===== config.mk =====
export PLATFORM = sky130hd
export DESIGN_NAME = mem_pix_stage
export DESIGN_NICKNAME = d
export VERILOG_FILES = /design/src/rtl/mem_pix_stage.sv
export SDC_FILE = /design/constraint.sdc
export NUM_CORES = 1
export LEC_CHECK = 0
export CAP_MARGIN = 20
export CELL_PAD_IN_SITES_DETAIL_PLACEMENT = 0
export CELL_PAD_IN_SITES_GLOBAL_PLACEMENT = 1
export CORE_ASPECT_RATIO = 0.5
export CORE_MARGIN = 4
export CORE_UTILIZATION = 23
export CTS_CLUSTER_DIAMETER = 200
export DETAILED_ROUTE_END_ITERATION = 8
export GPL_ROUTABILITY_DRIVEN = 0
export PLACE_DENSITY = 0.77
export SETUP_SLACK_MARGIN = 0.4
export SLEW_MARGIN = 10
export SYNTH_ARGS = -nofsm -noshare
export SYNTH_HDL_FRONTEND = slang
export SYNTH_SLANG_ARGS = --single-unit

===== constraint.sdc =====
create_clock -name clk -period 2.8 [get_ports clk]
set_clock_uncertainty 0.1 [all_clocks]
set_input_delay 0.28 -clock clk [delete_from_list [all_inputs] [get_ports clk]]
set_output_delay 0.28 -clock clk [all_outputs]
set_load 0.02 [all_outputs]

===== src/rtl/mem_pix_stage.sv =====
// Memory stage between EX/MEM and MEM/WB: single-cycle data memory plus a
// req/ack pixel memory with timeout that stalls the front of the pipeline.
module mem_pix_stage #(
  parameter int IMG_W       = 640,
  parameter int IMG_H       = 480,
  parameter int PIX_AW      = 19,
  parameter int DMEM_AW     = 10,
  parameter int PIX_TIMEOUT = 255
) (
  input  logic               clk,
  input  logic               rst_n,
  input  logic               valid_i,
  input  logic [5:0]         cu_i,
  input  logic [163:0]       data_i,
  output logic               stall_o,
  output logic [DMEM_AW-1:0] dmem_addr,
  output logic               dmem_we,
  output logic [31:0]        dmem_wdata,
  input  logic [31:0]        dmem_rdata,
  output logic               pix_req,
  output logic               pix_we,
  output logic [PIX_AW-1:0]  pix_addr,
  output logic [7:0]         pix_wdata,
  input  logic               pix_ack,
  input  logic [7:0]         pix_rdata,
  output logic               valid_o,
  output logic [3:0]         cu_o,
  output logic [163:0]       data_o,
  output logic               pix_err_o,
  output logic               pix_oob_o,
  output logic               dbg_state
);

  // Handshake: pix_req stays high for the whole WAIT state with address,
  // data and we held stable; a cycle with pix_req && pix_ack completes the
  // access. pix_ack outside WAIT is ignored.

  typedef enum logic {S_IDLE = 1'b0, S_WAIT = 1'b1} state_t;

  localparam int CNT_W = $clog2(PIX_TIMEOUT + 1);

  state_t             state;
  logic [CNT_W-1:0]   wait_cnt;

  logic [3:0]         rd;
  logic signed [31:0] alu_res;
  logic signed [31:0] trig_res;
  logic signed [31:0] ax;
  logic signed [31:0] ay;
  logic [31:0]        wd;

  logic               pc_src;
  logic               reg_write;
  logic               mem_write;
  logic               mem_pix_write;
  logic [1:0]         mem_to_reg;

  logic               pix_op;
  logic               in_range;
  logic               pix_go;
  logic               timeout;
  logic signed [31:0] pix_lin;
  logic [3:0]         cu_next;
  logic [31:0]        pix_rd_val;

  assign rd       = data_i[163:160];
  assign alu_res  = data_i[159:128];
  assign trig_res = data_i[127:96];
  assign ax       = data_i[95:64];
  assign ay       = data_i[63:32];
  assign wd       = data_i[31:0];

  assign {pc_src, reg_write, mem_write, mem_pix_write, mem_to_reg} = cu_i;

  assign pix_op   = valid_i && (mem_pix_write || (mem_to_reg == 2'b10));
  assign in_range = (ax >= 0) && (ax < IMG_W) && (ay >= 0) && (ay < IMG_H);
  assign pix_go   = (state == S_IDLE) && pix_op && in_range;
  assign timeout  = (state == S_WAIT) && !pix_ack &&
                    (wait_cnt == CNT_W'(PIX_TIMEOUT - 1));
  assign stall_o  = pix_go || ((state == S_WAIT) && !pix_ack && !timeout);
  assign pix_lin  = ay * IMG_W + ax;

  assign dmem_addr  = alu_res[DMEM_AW+1:2];
  assign dmem_we    = valid_i && mem_write && !stall_o;
  assign dmem_wdata = wd;

  assign pix_req   = (state == S_WAIT);
  assign dbg_state = state;

  assign cu_next    = valid_i ? {reg_write, pc_src, mem_to_reg} : 4'b0;
  // Read data only counts on a real ack of a read; timeouts and writes give 0.
  assign pix_rd_val = ((state == S_WAIT) && pix_ack && !pix_we) ?
                      {24'b0, pix_rdata} : 32'b0;

  always_ff @(posedge clk) begin
    if (!rst_n) begin
      state     <= S_IDLE;
      wait_cnt  <= '0;
      pix_addr  <= '0;
      pix_we    <= 1'b0;
      pix_wdata <= 8'b0;
      valid_o   <= 1'b0;
      cu_o      <= 4'b0;
      data_o    <= '0;
      pix_err_o <= 1'b0;
      pix_oob_o <= 1'b0;
    end else begin
      if (stall_o) begin
        valid_o <= 1'b0;
        cu_o    <= 4'b0;
      end else begin
        valid_o <= valid_i;
        cu_o    <= cu_next;
        data_o  <= {32'b0, dmem_rdata, pix_rd_val, alu_res, trig_res, rd};
      end

      case (state)
        S_IDLE: begin
          if (pix_go) begin
            state     <= S_WAIT;
            wait_cnt  <= '0;
            pix_addr  <= pix_lin[PIX_AW-1:0];
            pix_we    <= mem_pix_write;
            pix_wdata <= wd[7:0];
          end else if (pix_op) begin
            pix_oob_o <= 1'b1;
          end
        end
        S_WAIT: begin
          if (pix_ack || timeout) begin
            state  <= S_IDLE;
            pix_we <= 1'b0;
            if (timeout) pix_err_o <= 1'b1;
          end else begin
            wait_cnt <= wait_cnt + CNT_W'(1);
          end
        end
        default: state <= S_IDLE;
      endcase
    end
  end

endmodule

# Word-level counts from Yosys, hierarchy flattened
# Cells that the tools add are included.
[word_totals]
ff_bits = 176
inputBits = 214
word_cells = 63
[op_classes]
addsub = 2
n_mul = 1
n_lt_le_gt_ge = 4
n_eq_ne = 5
n_mux = 10
n_bitwise = 4
n_reduce_logical = 27
[op_table]
columns = ["operator", "count"]
rows = [
  ["32-bit by 1-bit >= comparator with 1-bit output, second input constant", 2],
  ["32-bit by 10-bit less-than comparator with 1-bit output, second input constant", 1],
  ["32-bit by 11-bit less-than comparator with 1-bit output, second input constant", 1],
  ["32-bit by 4-bit multiplier with 12-bit output, second input constant", 1],
  ["8-bit two-way mux", 3],
  ["19-bit adder", 1],
  ["8-bit case mux with 2 select lines", 1],
  ["1-bit logical AND", 13],
  ["8-bit by 1-bit adder with 8-bit output, second input constant", 1],
  ["8-bit equality test, second input constant", 1],
  ["2-bit AND reduction", 3],
  ["3-bit AND reduction", 2],
  ["1-bit logical NOT", 4],
  ["1-bit two-way mux", 4],
  ["2-bit inequality test, second input constant", 2],
  ["1-bit NOT", 4],
  ["1-bit case mux with 2 select lines", 2],
  ["1-bit logical OR", 3],
  ["3-bit OR reduction", 1],
  ["2-bit equality test, second input constant", 1],
  ["2-bit by 1-bit inequality test with 1-bit output, second input constant", 1],
  ["2-bit OR reduction", 1],
]

# Longest topological paths before layout
# Gate-level depths: netlist of run 1.
[logic_depth]
depth_word = 8
mapped_depth = 15

# Worst setup path before layout of run 1
# No wires, ideal clock.
[synth_timing]
path_type = "input to register"
startpoint = "in data_i[34]"
endpoint = "reg pix_addr[18]"
setup_ns = 0.129
arrival_ns = 2.740
required_ns = 2.571
setup_slack_ns = -0.169
path_stages = 15
n_path_buf = 0
cell_sequence = "ha_1 > ha_1 > a21o_1 > a21oi_1 > nor2b_1 > o21a_1 > nor2_1 > xnor2_1 > ha_1 > nand2_1 > a21oi_1 > o31a_1 > o41ai_1 > nand2b_1 > o211ai_1"
[synth_via]
elab_chain_len = 5
word_cells_on_any_way = 8
classes_between = "1 x add/sub; 1 x mul; 2 x order compare; 4 x reduce/logical"
[synth_lines]
columns = ["item", "line", "rtl"]
rows = [
  ["start: declaration", "14", "input logic [163:0] data_i,"],
  ["branches (longest 5 deep; another with 32-bit by 4-bit multiplier with 12-bit output)", "n/a", ""],
  ["end signal: assignment", "122", "pix_addr <= pix_lin[PIX_AW-1:0];"],
  ["end: declaration", "22", "output logic [PIX_AW-1:0] pix_addr,"],
]
# Parallel ways; which one is timed is not known.
# A chain may end at the register's enable or synchronous reset.

# Final worst setup path of run 1
[layout_timing]
startpoint = "in data_i[35]"
endpoint = "reg pix_addr[17]"
# Same word-level chain as after synthesis.

==> results of run 1 <==
[power by group through the flow]
stage | Combinational (mW) | Clock, mW | Sequential, mW
global placement | 1.29 | 0 | 2.34
CTS | 1.35 | 2.46 | 2.29
finish | 1.42 | 2.39 | 2.30
detailed placement | 1.31 | 0 | 2.34
floorplan | 0.626 | 0 | 2.43
global route | 1.52 | 2.55 | 2.30
[per-layer routing]
layer  track usage, %  routed length, µm  up-vias
met3             4.05               1480       27
met4             4.44                428        0
met5                0                  0        -
met2             26.6              13800      179
met1             18.6              10800     3056
li1                 -                  -     2998
[critical path, delay by kind of cell]
kind | cells | cell delay (ps)
buffers and inverters | 3 | 260
AOI/OAI and AO/OA | 4 | 850
adders and majority gates | 4 | 1050
and+or+nand+nor | 4 | 370
xor gates and xnor gates | 1 | 130
[placed cells by master, fill, tap and decap left out, types with 17 or more instances in the layout]
cell type and n:
conb_1 56, buf_4 78, nand2_1 22, clkdlybuf4s50_1 304, dfxtp_1 151, a21oi_1 17, ha_1 19, clkbuf_16 26
a22o_1 127, dlymetal6s2s_1 19
[cells by family after synthesis]
| family | share of synthesized area (%) |
|---|---|
| compound gates | 22.7 |
| flops | 46.0 |
| other cells | 0.0567 |
| buf+inv | 14.2 |
| fa+ha+maj | 6.47 |
| xor+xnor | 1.86 |
| simple gates | 8.73 |
[timing repair]
action,in CTS,in global routing
buffers inserted,9,8
pin swaps,34,54
endpoints found under the setup margin,142,142
gates cloned,0,11
gates resized for setup,80,72
[Yosys cell counts (all sizes together) (11+ instances only)]
| master | instances | area share, % |
|---|---|---|
| dfxtp | 152 | 46 |
| a22o | 127 | 17 |
| buf | 114 | 12 |
| ha | 31 | 5.9 |
| a21oi | 25 | 2.0 |
| nand2 | 24 | 1.4 |
| nor2 | 17 | 1.1 |
| clkbuf | 15 | 0.85 |
| inv | 15 | 0.85 |
| o21ai | 15 | 1.1 |
| nand3 | 11 | 0.83 |
| nor4 | 11 | 1.3 |
[path summary, 6_finish.rpt]
kind                                   from      endpoint  cells after the start
worst min register to register  wait_cnt[0]   wait_cnt[0]                      2
worst max register to register  wait_cnt[0]   data_o[107]                     12
worst min-delay path             data_i[71]   pix_addr[7]                      4
worst max-delay path             data_i[35]  pix_addr[17]                     16
[per-stage QoR]
| step | cell area [µm²] | power [mW] | setup WS (ps) |
|---|---|---|---|
| after floorplan | 6910 | 3.06 | 67.4 |
| after global placement | 10700 | 3.63 | -563 |
| after detailed placement | 10700 | 3.65 | -634 |
| after CTS | 11500 | 6.10 | 136 |
| after global routing | 12000 | 6.37 | -8.21 |
| final | 12000 | 6.10 | 125 |
[area by class of cell]
cell class                 count  share of cell area [%]
inverter                      16                   0.502
clock inverter                 6                   0.961
multi-input combinational    398                    26.3
sequential                   152                    25.4
timing repair buffer         456                    38.8
clock buffer                  24                    4.02
tap                          382                    3.99
[state kept, by name, indices dropped and copies added, names as in the netlist]
name	cells
data_o	108
cu_o	4
pix_we	1
pix_oob_o	1
pix_err_o	1
dbg_state	1
wait_cnt	8
valid_o	1
pix_addr	19
pix_wdata	8
==> results.yml, run 1 <==
run_status:
  status: "complete, no violations"
cells_and_area:
  final_util_pct: 42.8
  layout.nets: 1288
  n_antenna_cell: 0
  multi_input_comb_area_mm2: 0.00315
  register_area_mm2: 0.00304
  area_growth_pct: 81.2
  drive_above_1_share_pct: 18.3
  fill_cells: 2636
  layout.cells.non_filler: 1434
power:
  clock_power_share_pct: 39.1
  p_sw_mw: 1.62
  power_density_mw_per_mm2: 510
  internal_power_mw: 4.49
  seqPwrFrac_pct: 37.6
  leakage_nw: 5.07
  pwr-share-comb_pct: 23.3
  switching_share_pct: 26.5
  max-vdd-ir-drop_mv: 0.396
synthesis:
  ys_types: 48
  synth_top_flop_cell: "dfxtp_1"
  synth_seq_area_share_pct: 46.0
  async_flop_share_pct: 0
  synth_enable_flop_cells: 0
  synth.avg_cell_area_um2: 10.3
  postSynthCellCount: 640
  synth_warnings: 0
  syn_area_mm2: 0.00661
  synth_seq_cells: 152
grt:
  grt_pass1_wl_mm: 37.0
  grt_util_all_layers_pct: 15.3
  grt_max_degree: 108
  antenna_found_initial: 0
  grt_pass1_vias: 6139
  gr-total-overflow: 0
critical_path:
  cp-start-kind: "primary input"
  max_stage_delay_ps: 400
  r2r_slack_ps: 490
  worstPathCellList: "buf_8 > ha_4 > ha_4 > inv_2 > fa_2 > nor2b_2 > o21a_1 > nor2_2 > xnor2_2 > ha_1 > buf_4 > nand4_1 > a21oi_2 > o211ai_1 > a2111o_1 > nand3_1"
  cp_max_fo: 3
  crit_type: "in -> reg"
  cp-end-kind: "flop"
  arrival_ps: 2950
  critPathSlowestCell: "a2111o_1"
  crit_top_cell: "ha_4"
  required_ps: 3080
sta:
  rsz0062_at_grt: "yes"
  slew_headroom_pct: 64.9
  fin_setup_tns_ps: 0
  setup_viol: 0
  fmax_mhz: 374
  min_period_over_period_pct: 95.5
  worst_pin_slew_ps: 527
  hold_ws_ps: 289
  hold_viol: 0
  slew_viol_final: 0
  min_period_ps: 2670
job:
  drv_cap: 0
die:
  start_util_pct: 23.6
  core_area_mm2: 0.0280
  die_area_mm2: 0.0317
  die_w_um: 248
  fp.dieH_um: 128
  io_pins: 459
  row_count: 43
routing:
  routedWlPerCell_um: 18.5
  firstDrtPassIters: 4
  drt_wl_total_mm: 26.5
  first_iter_violations: 356
  via_per_inst: 4.37
  antenna_left: 0
  drc: 0
  num_vias: 6260
clock_network:
  htree_levels: 4
  worst_skew_pair.late_latency_ps: 430
  cts_root_buf: "clkbuf_16"
  cts_tree: "done"
  numCtsBuffers: 17
  clkTransAtPathRegs_ps: 60
  cts_buffer_depth: 2
  clock-sinks: 152
  hold_buffers: 0
place:
  dp_hpwl_mm: 20.0
  port_buffers: 354
  dp_cells: 1376
hold_path:
  hold_class: "in -> reg"
Note: power is estimated with default switching activity, not from simulation.
==> run 2: changes to the inputs <==
- TNS_END_PERCENT: unset -> 5
==> results.yml, run 2 (synthesized netlist as in run 1, its figures left out) <==
run_status:
  status: "complete, no violations"
clock_network:
  cts_root_buf: "clkbuf_16"
  clkTransAtPathRegs_ps: 70
  hold_buffers: 0
  cts_buffer_depth: 2
  cts_tree: "done"
  numCtsBuffers: 17
  clock-sinks: 152
  worst_skew_pair.late_latency_ps: 430
  htree_levels: 4
grt:
  grt_use_met1_pct: 18.3
  antenna_found_initial: 0
  grt_most_used_layer: "met2"
  grt_max_degree: 108
  use_met2_pct: 24.6
  grt_util_all_layers_pct: 14.5
  gr-total-overflow: 0
  grt_pass1_wl_mm: 35.3
  grt_pass1_vias: 5922
  grt_use_met3_pct: 3.91
critical_path:
  required_ps: 3020
  crit_type: "in -> reg"
  cp_max_fo: 2
  r2r-start: "wait_cnt[0]"
  cp-start-kind: "primary input"
  critPathLaunch: "data_i[34]"
  arrival_ps: 2800
  cp-end-kind: "flop"
power:
  power.total_mw: 6.16
  power_density_mw_per_mm2: 540
  leakage_nw: 4.69
  max-vdd-ir-drop_mv: 0.358
routing:
  drt_wl_total_mm: 24.5
  firstDrtPassIters: 4
  num_vias: 6123
  antenna_left: 0
  first_iter_violations: 249
  drc: 0
  routedWlPerCell_um: 17.4
  via_per_inst: 4.35
die:
  row_count: 43
  io_pins: 459
  die_area_mm2: 0.0317
  core_area_mm2: 0.0280
  fp.dieH_um: 128
  start_util_pct: 23.6
  die_w_um: 248
cells_and_area:
  multi_input_comb_area_mm2: 0.00305
  fill_cells: 2705
  final_common_cell: "clkdlybuf4s50_1"
  n_antenna_cell: 0
  area_growth_pct: 72.6
  layout.cells.non_filler: 1407
  drive_above_1_share_pct: 14.4
  layout_common_cells: "clkdlybuf4s50_1 (329), dfxtp_1 (151), a22o_1 (127)"
  regMostFlops: "data_o"
  register_area_mm2: 0.00304
  layout.nets: 1259
  largestRegisters: "data_o (108), pix_addr (19)"
  largest_reg_flops: 108
sta:
  fmax_mhz: 387
  min_period_over_period_pct: 92.2
  hold_viol: 0
  slew_headroom_pct: 64.4
  setup_viol: 0
  rsz0062_at_grt: "yes"
  min_period_ps: 2580
  worst_pin_slew_ps: 533
  hold_ws_ps: 317
  slew_viol_final: 0
place:
  dp_cells: 1367
  port_buffers: 354
  dp_hpwl_mm: 19.4
job:
  drv_cap: 0
hold_path:
  hold_class: "in -> reg"
  min_from: "data_i[32]"
run 2: changes by cell type in the layout (fill, tap and decap cells not counted), sizes merged:
cell           delta
buf              -22
clkinv            +1
clkdlybuf4s50    +25
clkinvlp          +2
inv               +2
bufinv            +1
clkdlybuf4s15    -10
dlymetal6s2s     -19
clkbuf           -16
dlygate4sd2       +9
run 2: worst paths after layout:
kind,to,slack (ps),depth (start not counted)
setup reg to reg,data_o[64],560,10
setup / recovery,pix_addr[18],220,16
hold / removal,pix_addr[7],320,4
hold reg to reg,pix_addr[14],360,2
run 2: stage by stage:
| step | setup slack [ps] | TNS (ps) | instance area (µm²) | util (%) |
|---|---|---|---|---|
| final | 217 | 0 | 11400 | 40.8 |
| after CTS | 163 | 0 | 11300 | 40.5 |
| after floorplan | -22.6 | -23.2 | 6840 | - |
| after global routing | 63.8 | 0 | 11400 | 40.8 |
| after global placement | -625 | -10590 | 10500 | 37.7 |
| after detailed placement | -670 | -13660 | 10500 | 37.7 |
run 2: where the power goes:
part	switching [mW]	internal, mW	leakage (nW)
logic	0.624	0.741	3.14
registers	0.0491	2.24	1.25
clock network	0.974	1.53	0.301
total	1.65	4.52	4.69
run 2: final cells by class:
class	instances	share of cell area, %
multi-input cells	398	26.7
repair buffers	427	36.3
inverters	16	0.526
clock inverters	12	1.68
flip-flops and latches	152	26.7
clock buffers	20	3.91
well taps	382	4.19
run 2: repair_timing:
item / 4_1_cts / 5_1_grt
endpoints found under the setup margin: 79 / 67
pin swaps: 36 / 26
buffers inserted: 6 / 2
endpoints found under the hold margin: 0 / 0
gates resized for setup: 72 / 18
gates cloned: 0 / 0
run 2: critical path, cell delays in order:
cell and delay (ps):
buf_8 110, ha_4 270, ha_4 190, a21o_1 170, a21oi_2 140, nor2b_1 60, o21a_1 200, nor2_2 170
xnor2_2 140, ha_1 260, nand2_1 90, a21oi_2 30, o31a_1 130, o41ai_2 320, nand2b_1 150, o211ai_1 90
run 2: layer usage:
layer,part of all wire [%],wire length [µm],vias up
met1,43,10400,2976
met4,1.5,361,0
met2,51,12500,170
met3,5.0,1220,28
li1,-,-,2949
met5,0,0,-
==> run 3: changes to the inputs <==
- ABC_AREA: unset -> 1
- CTS_CLUSTER_DIAMETER: 200 -> 150
==> results.yml, run 3 <==
sta:
  hold_viol: 0
  fmax_mhz: 423
  min_period_over_period_pct: 84.5
  rsz0062_at_grt: "yes"
  slew_viol_final: 0
  hold_ws_ps: 220
  slew_headroom_pct: 64.2
  min_period_ps: 2370
  worst_pin_slew_ps: 533
  fin_setup_tns_ps: 0
  setup_viol: 0
grt:
  grt_pass1_vias: 6733
  gr-total-overflow: 0
  grt_pass1_wl_mm: 39.8
  grt_max_degree: 83
  grt_util_all_layers_pct: 14.3
  antenna_found_initial: 1
routing:
  via_per_inst: 3.99
  routedWlPerCell_um: 15.4
  antenna_left: 0
  first_iter_violations: 452
  num_vias: 7132
  drc: 0
  firstDrtPassIters: 4
  drt_wl_total_mm: 27.6
critical_path:
  crit_type: "in -> reg"
  r2r_slack_ps: 730
  required_ps: 3070
  reg2regPathDepth: 10
  cp-start-kind: "primary input"
  rr_endpoint: "data_o[128]"
  max_stage_delay_ps: 380
  r2r-start: "wait_cnt[0]"
  cp_max_fo: 4
  cp-end-kind: "flop"
  critPathLaunch: "data_i[35]"
  worstPathCellList: "buf_8 > ha_4 > ha_4 > inv_2 > fa_2 > inv_2 > nand3_2 > nand2_4 > a31oi_2 > xnor2_1 > ha_1 > nand2_2 > a21oi_1 > nor2_1 > nand3_2 > inv_1 > nand2_1 > nand2_1 > a21oi_2"
  arrival_ps: 2640
  critPathSlowestCell: "ha_1"
die:
  fp.dieH_um: 136
  die_area_mm2: 0.0357
  row_count: 46
  core_area_mm2: 0.0319
  start_util_pct: 23.5
  die_w_um: 263
  io_pins: 459
synthesis:
  yosysTopAreaCell: "dfxtp_1"
  synth_warnings: 0
  synthMostInstantiatedCell: "nand2_1"
  synth_enable_flop_cells: 0
  synth_seq_area_share_pct: 40.6
  netlist_top_cells_count: "nand2_1 (347), dfxtp_1 (152), nand3_1 (115)"
  synth_top_area_share_pct: 40.6
  synth_top_flop_cell: "dfxtp_1"
  synth.avg_cell_area_um2: 7.45
  syn_area_mm2: 0.00750
  synth_seq_cells: 152
  async_flop_share_pct: 0
  synth_area_leaders: "dfxtp_1 (41%), nand2_1 (17%), buf_4 (11%)"
  postSynthCellCount: 1006
  ys_types: 32
place:
  port_buffers: 354
  dp_hpwl_mm: 21.0
  place_area_mm2: 0.0113
cells_and_area:
  area_growth_pct: 62.6
  layout.nets: 1590
  final_area_mm2: 0.0122
  layout_common_cells: "clkdlybuf4s50_1 (340), nand2_1 (339), dfxtp_1 (152)"
  regMostFlops: "data_o"
  largest_reg_flops: 108
  final_common_cell: "clkdlybuf4s50_1"
  final_util_pct: 38.2
  largestRegisters: "data_o (108), pix_addr (19)"
  drive_above_1_share_pct: 12.2
clock_network:
  numCtsBuffers: 17
  cts_buffer_depth: 2
  hold_buffers: 0
  clkTransAtPathRegs_ps: 70
  cts_tree: "done"
  worst_skew_pair.late_latency_ps: 430
  clock-sinks: 152
  htree_levels: 4
  cts_root_buf: "clkbuf_16"
hold_path:
  worst_hold_path.endpoint: "pix_addr[7]"
  holdPathStages: 5
  hold_class: "in -> reg"
  min_from: "data_i[32]"
run_status:
  status: "complete, no violations"
power:
  max-vdd-ir-drop_mv: 0.356
  leakage_nw: 5.32
  power_density_mw_per_mm2: 504
job:
  drv_cap: 0
==> run 3: cell count changes after synthesis, moves of 7 or more <==
cell,previous run,this run
nand2_1,24,347
inv_1,15,43
nor2_1,16,67
nor4_1,10,0
a22o_1,127,0
xor2_1,4,11
and3_1,9,0
nand3_2,0,10
buf_4,100,109
nand3_1,11,115
a21oi_1,24,34
==> run 3: where the power goes <==
group | total (mW) | switching, mW | internal, mW
Sequential | 2.29 | 0.0441 | 2.24
Clock | 2.32 | 1.04 | 1.28
Combinational | 1.54 | 0.776 | 0.766
==> run 3: cell type report <==
type	count	area [µm²]
inverter	44	165
fill	3246	19700
multi-input combinational	724	3880
clock buffer	19	443
sequential	152	3040
timing repair buffer	404	3980
antenna	1	2.50
clock inverter	13	136
tap	432	541
==> run 3: cells by family (layout without fill, tap and decap cells) <==
group           Yosys count  count (layout)  share of synthesized area [%]
compound gates           56              56                           4.01
xor+xnor                 23              23                           2.69
simple gates            556             556                           31.5
fa+ha+maj                33              33                           5.71
flops                   152             152                           40.6
other cells               1              57                         0.0500
buf+inv                 185             480                           15.5
==> run 3: worst max path at each step <==
stage / endpoint / slack [ps] / cells past startpoint
3_3_place_gp: pix_addr[17] / -430 / 18
6_report: pix_addr[18] / 430 / 19
5_1_grt: pix_addr[15] / 320 / 17
4_1_cts: pix_addr[18] / 350 / 17
3_5_place_dp: pix_addr[15] / -450 / 17
2_1_floorplan: pix_addr[17] / 220 / 17
==> run 3: layer usage <==
metal / vias to the layer above / GRT usage [%] / share of wire [%]
li1: 3724 / - / -
met3: 26 / 3.12 / 3.5
met2: 138 / 24.2 / 51
met4: 0 / 4.21 / 1.5
met5: - / 0 / 0
met1: 3244 / 18.5 / 44
==> run 3: critical path: cells and delay by family <==
family,cells,cell delay (ps)
adders and majority gates,4,1130
and+or+nand+nor,7,510
xor gates and xnor gates,1,130
buffers and inverters,4,240
AOI/OAI and AO/OA,3,350
==> run 3: repair_timing <==
item                                    CTS  global route
pin swaps                                13            35
setup buffers                             1             3
endpoints found under the setup margin    9             8
gates resized for setup                  34            63
endpoints found under the hold margin     0             0
==> run 3: through the flow <==
| stage | setup slack (ps) | power, mW | instances |
|---|---|---|---|
| 2_1_floorplan | 220 | 3.13 | 1061 |
| 3_3_place_gp | -426 | 3.71 | 1752 |
| 3_5_place_dp | -446 | 3.71 | 1752 |
| 4_1_cts | 348 | 6.12 | 1785 |
| 5_1_grt | 317 | 6.47 | 1789 |
| 6_report | 434 | 6.15 | 1789 |
